===== src/rtl/month_counter.sv =====
// Month stage of a calendar chain: advances 1..12 on a day-counter wrap (run mode)
// or on a button press (month-set mode), and reports month length and a 7-segment image.
module month_counter (
    input  logic        clock,
    input  logic        reset,
    input  logic        up,
    input  logic [1:0]  set,
    input  logic        day_carry,
    input  logic        leap_year,
    output logic [3:0]  month_count,
    output logic [4:0]  day_case,
    output logic        month_carry,
    output logic [13:0] month_7seg
);

    typedef enum logic [1:0] {
        SET_RUN   = 2'b00,
        SET_DAY   = 2'b01,
        SET_MONTH = 2'b10,
        SET_YEAR  = 2'b11
    } mode_e;

    mode_e       mode;
    logic        up_q;
    logic        day_carry_q;
    logic        init_q;
    logic [3:0]  month_q;
    logic [3:0]  month_d;
    logic        carry_q;
    logic        carry_d;
    logic        up_rise;
    logic        carry_rise;
    logic        advance;
    logic [3:0]  ones_digit;
    logic        tens_digit;

    assign mode       = mode_e'(set);
    assign up_rise    = up & ~up_q;
    assign carry_rise = day_carry & ~day_carry_q;

    // init_q masks the first cycle after reset, so a level held through reset
    // deassertion does not count as an edge.
    always_comb begin
        // NOTE: every always_comb output gets a default first, so no path can infer a latch.
        advance = 1'b0;
        carry_d = 1'b0;
        month_d = month_q;
        unique case (mode)
            SET_RUN:   advance = carry_rise;
            SET_MONTH: advance = up_rise;
            default:   advance = 1'b0;
        endcase
        if (advance && !init_q) begin
            if (month_q >= 4'd12 || month_q == 4'd0) begin
                month_d = 4'd1;
            end else begin
                month_d = month_q + 4'd1;
            end
            carry_d = (month_q == 4'd12) && (mode == SET_RUN);
        end
    end

    // NOTE: sequential state uses non-blocking assignments so every register samples pre-edge values.
    always_ff @(posedge clock) begin
        if (reset) begin
            up_q        <= 1'b0;
            day_carry_q <= 1'b0;
            init_q      <= 1'b1;
            month_q     <= 4'd1;
            carry_q     <= 1'b0;
        end else begin
            up_q        <= up;
            day_carry_q <= day_carry;
            init_q      <= 1'b0;
            month_q     <= month_d;
            carry_q     <= carry_d;
        end
    end

    always_comb begin
        day_case = 5'd31;
        unique case (month_q)
            4'd4, 4'd6, 4'd9, 4'd11: day_case = 5'd30;
            4'd2:                    day_case = leap_year ? 5'd29 : 5'd28;
            default:                 day_case = 5'd31;
        endcase
    end

    function automatic logic [6:0] seg_of(input logic [3:0] digit);
        logic [6:0] seg;
        unique case (digit)
            4'd0:    seg = 7'b1000000;
            4'd1:    seg = 7'b1111001;
            4'd2:    seg = 7'b0100100;
            4'd3:    seg = 7'b0110000;
            4'd4:    seg = 7'b0011001;
            4'd5:    seg = 7'b0010010;
            4'd6:    seg = 7'b0000010;
            4'd7:    seg = 7'b1111000;
            4'd8:    seg = 7'b0000000;
            4'd9:    seg = 7'b0010000;
            default: seg = 7'b1111111;
        endcase
        return seg;
    endfunction

    assign tens_digit  = (month_q >= 4'd10);
    assign ones_digit  = tens_digit ? (month_q - 4'd10) : month_q;
    assign month_7seg  = {seg_of({3'b000, tens_digit}), seg_of(ones_digit)};
    assign month_count = month_q;
    assign month_carry = carry_q;

endmodule


===== config.mk =====
export PLATFORM = sky130hd
export DESIGN_NAME = month_counter
export DESIGN_NICKNAME = d
export VERILOG_FILES = /design/src/rtl/month_counter.sv
export SDC_FILE = /design/constraint.sdc
export NUM_CORES = 1
export LEC_CHECK = 0
export CORE_UTILIZATION = 40
export CTS_CLUSTER_DIAMETER = 100
export DETAILED_ROUTE_END_ITERATION = 8
export PLACE_DENSITY = 0.78
export SLEW_MARGIN = 30
export SYNTH_ARGS = -nofsm -noshare
export SYNTH_HDL_FRONTEND = slang
export SYNTH_SLANG_ARGS = --single-unit

===== constraint.sdc =====
create_clock -name clock -period 2 [get_ports clock]
set_input_delay 0.5 -clock clock [delete_from_list [all_inputs] [get_ports clock]]
set_output_delay 0.5 -clock clock [all_outputs]
set_load 0.02 [all_outputs]

## Word-level counts from Yosys, hierarchy flattened

Memories as Yosys holds them, arrays and structs flattened.
Cells that the tools add are included.

- Register bits after elaboration: 8
- Latch bits: 0
- Memory bits (writable): 0
- Memory bits (read-only): 112
- Input bits: 7
- Output and inout port bits: 24
- Word-level logic and storage cells: 38
- Memories: 1

- Add/subtract/negate cells: 2
- Multipliers: 0
- Divide/modulo/power cells: 0
- $lt $le $gt $ge: 2
- Eq/ne operators: 7
- Shift-type cells: 0
- Muxes and demuxes: 7
- Bitwise gates (word level): 6
- Reductions and logical operators: 8

Memories:

| name | words | width | rd ports | clocked after memory_dff | write ports | line | RTL |
|---|---|---|---|---|---|---|---|
| (no name shown) | 16 | 7 | 1 | 0 | 0 | 91 | `unique case (digit)` |

Operators with widths:

| operator | count |
|---|---|
| $pmux W7 S2 | 1 |
| $eq A4 B4 Y1 const B | 3 |
| $eq A4 B3 Y1 const B | 2 |
| $ge A4 B4 Y1 const B | 2 |
| $mux W4 | 2 |
| $add A4 B1 Y4 const B | 1 |
| $eq A4 B2 Y1 const B | 1 |
| $logic_not A4 Y1 | 1 |
| $not A1 Y1 | 4 |
| $pmux W2 S2 | 1 |
| $reduce_or A4 Y1 | 1 |
| $sub A4 B4 Y4 const B | 1 |
| $and A1 B1 Y1 | 2 |
| $eq A2 B2 Y1 const B | 1 |
| $logic_and A1 B1 Y1 | 2 |
| $logic_not A2 Y1 | 1 |
| $mux W1 | 2 |
| $pmux W1 S2 | 1 |
| $reduce_or A2 Y1 | 1 |
| $logic_not A1 Y1 | 1 |
| $logic_or A1 B1 Y1 | 1 |

## Logic depth before layout (Yosys ltp)

- Depth after elaboration: 6
- Gate-level depth with buffers: 9
- Depth with buffers taken out: 8

## Worst setup path before layout

Ideal clock, no wire load.

- Kind: reg2out
- Start point: register month_q[2] (netlist: month_count[2])
- End point: output port month_7seg[3]
- Data arrival time: 2.097 ns
- Data required time: 1.500 ns
- Setup slack: -0.597 ns
- Stages on the path, launching flop included: 10
- Buffers on the path: 1
- Path through: dfxtp_1 -> buf_2 -> inv_1 -> ha_1 -> nor2b_1 -> o21ai_0 -> o21ai_0 -> ha_1 -> nor2_1 -> o21ai_1

- Word-level cells in the longest chain between the ends: 3
- Elaborated cells on any way between the ends: 4
- Those cells by class: add/sub (1); order compare (1); mux (1); memory (1)

Ends and longest elaborated chain:

| element | line | RTL |
|---|---|---|
| start, declared | 27 | `logic [3:0] month_q;` |
| start signal, assigned | 75 | `month_q <= month_d;` |
| $sub A4 B4 Y4 or $ge A4 B4 Y1 (tied branches) | 108, 107 |  |
| $mux W4 (*) | 108 | `assign ones_digit = tens_digit ? (month_q - 4'd10) : month_q;` |
| $mem_v2 Z16 W7 (*) | - |  |
| end, declared | 13 | `output logic [13:0] month_7seg` |

Mark *: on every way between the ends. The rest lies on a longest branch, timed or not.

## Worst setup path in the final report

Ends and elaborated chain as after synthesis.

==> flow_summary.toml <==
[status]
status = "complete, but fails checks"
violations = "negative setup slack"

[drt]
drtAntennaViolNets = 0
wl_per_cell_um = 13.8
wl_um = 2620
avgViaCountPerCell = 5.27
first_iter_violations = 15
drc = 0
via_count = 1001
dr.pass1.iters = 4

[logic_synthesis]
synth_area_sq_um = 888
synth_cells = 117
ys_types = 35
ys_warn_count = 0
synth_seq_area_share = 0.180
synth-seq-cells = 8
syn_area_per_cell_sq_um = 7.59

[global_route]
track_usage = 0.222
antenna_found_initial = 0
overflow = 0
grt_pass1_wl_um = 4170
grt_max_degree = 12
grt_pass1_vias = 932

[finish]
final_common_cell = "buf_4"
multi_input_area_sq_um = 815
fillers = 145
final-seq-area_sq_um = 173
nets = 181
final_area_sq_mm = 0.00155
drive_above_1_share = 0.534
layout_common_cells = "buf_4 (27), buf_6 (14), clkdlybuf4s50_1 (10)"
syn_to_final_growth_pct = 74.8
finish.utilization = 0.768
n_antenna_cell = 0

[setup_path]
critical_path.cell_chain = "inv_4 -> ha_4 -> nor2b_4 -> o21ai_2 -> o21ai_2 -> ha_2 -> nor2_2 -> o21ai_2 -> buf_6"
worstReg2RegStart = "month_count[1]"
ff2ff_setup_slack_ns = 0.44
worstRegToRegCells = 8
cpMaxStageDelayCell = "dfxtp_4"
cp.arrival_ns = 1.85
worst-path-buf-inv = 2
crit_path_end = "month_7seg[3]"
crit_cells = 9
critPathTopFamily = "adder cells"
worstSetupStartpoint = "month_count[2]"
cp.required_ns = 1.50
critPathLaunchType = "flip-flop"
reg2reg_to = "month_count[1]"
worst-path-max-fanout = 4
setup.worst_path.end_class = "output pin"
critPathMaxStageDelay_ns = 0.35
cp_common_cell = "o21ai_2"
worstSetupPathType = "reg -> out"

[power_and_ir_drop]
peakVddDrop_v = 0.000414
p_leak_nw = 0.639
p_per_area_mw_per_mm2 = 309

[timing]
slew_viol_final = 0
setup_violations = 7
finClkSkew_ns = 0.00644
rsz0062_at_grt = "yes"
fin_crit_sh = 1.18
setup_tns_ns = -2.02
fmaxAchievable_mhz = 425
min_period_ns = 2.35
hold_viol_final = 0
setup_ws_ns = -0.355

[placed_design]
dpl.hpwl_um = 1790
port_buffers = 24
preCtsSetupSlack_ns = -0.468
placed_area_sq_mm = 0.00133
gp_congestion = 0.871

[clocking]
clk_pin_slew_ns = 0.06
htreeDepth = 1
cts_tree = "built"
numCtsBuffers = 3
clockRootBuffer = "clkbuf_4"
cts_hold_buffers = 0
clockBufferDepth = 2
cts_num_sinks = 8
clk_latency_ns = 0.26

[die]
fp-row-count = 16
die_area_sq_mm = 0.00241
core-area_sq_mm = 0.00202
initial_core_util = 0.439
die_h_um = 49.1
die_w_um = 49.1
ios = 31

[min_path]
hp-class = "reg -> reg"
min_from = "init_q"

[run]
max_cap_violations = 0
[cell usage after synthesis]
master,count,area share
a2111o_1,1,0.013
a211oi_2,1,0.014
a21oi_1,5,0.028
a22oi_1,1,0.0085
a32oi_1,1,0.0099
and2_1,1,0.0070
and2b_1,1,0.0085
and3b_1,2,0.020
buf_2,1,0.0056
buf_4,14,0.12
conb_1,2,0.0085
dfxtp_1,8,0.18
ha_1,10,0.14
inv_1,6,0.025
mux2_1,1,0.013
mux2i_1,1,0.011
nand2_1,4,0.017
nand2b_1,4,0.028
nand3_1,1,0.0056
nand3b_1,1,0.0085
nand4_1,1,0.0070
nor2_1,15,0.063
nor2b_1,6,0.042
nor3_1,3,0.017
nor3b_1,2,0.017
nor3b_2,1,0.014
o211ai_1,4,0.034
o21ai_0,10,0.056
o21ai_1,3,0.017
o21ai_2,1,0.0099
o2bb2ai_1,1,0.0099
o31ai_1,1,0.0085
o32ai_1,1,0.0099
o41a_1,1,0.013
or4b_1,1,0.011
[kinds of logic after synthesis]
logic type / share of synthesized area
other cells: 0.00845
buf+inv: 0.149
fa+ha+maj: 0.141
compound gates: 0.231
mux: 0.0239
simple gates: 0.266
flops: 0.180
[flip-flops by register name, summed over array words and instances (netlist names)]
register	count
init_q	1
day_carry_q	1
month_carry	1
up_q	1
month_count	4
[report_power, final]
part	total [mW]	internal, mW	switching (mW)
clock network	0.133	0.0764	0.0561
registers	0.169	0.163	0.00603
logic	0.179	0.0886	0.0902
[worst reg2reg max path, cell delays in order, from the launching register on]
cell	delay, ns
dfxtp_4	0.39
inv_4	0.05
buf_4	0.16
ha_4	0.17
buf_4	0.14
nand2b_1	0.12
o211ai_1	0.09
mux2_1	0.28
nor2_1	0.10
[final cells by class]
type,count,share of cell area
inverter,6,0.0177
multi-input combinational,92,0.525
tap,27,0.0218
sequential,8,0.111
timing repair buffer,53,0.308
clock buffer,4,0.0169
[worst min path at each step]
stage	to	cells after the start
after floorplan	init_q	0
after global placement	month_count[0]	4
after detailed placement	month_count[0]	4
after CTS	month_count[0]	4
after global routing	month_count[0]	4
final	month_count[0]	4
[through the flow]
| step | hold WS, ns | total power, mW | instances |
|---|---|---|---|
| floorplan | 0.528 | 0.271 | 121 |
| global placement | 0.630 | 0.321 | 178 |
| detailed placement | 0.647 | 0.325 | 178 |
| CTS | 0.655 | 0.469 | 188 |
| global route | 0.700 | 0.505 | 190 |
| finish | 0.654 | 0.480 | 190 |
[routing by layer]
layer	global-route usage	up-vias	routed length (um)
met1	0.240	474	1060
met5	0	-	0
met4	0.0686	0	54
met2	0.422	35	1390
met3	0.0467	8	116
li1	-	484	-
[repair_timing]
item | CTS | global route
gates resized for setup | 84 | 24
gates cloned | 0 | 0
pin swaps | 7 | 7
endpoints found under the setup margin | 14 | 14
setup buffers | 6 | 3
Note: power is estimated with default switching activity, not from simulation.
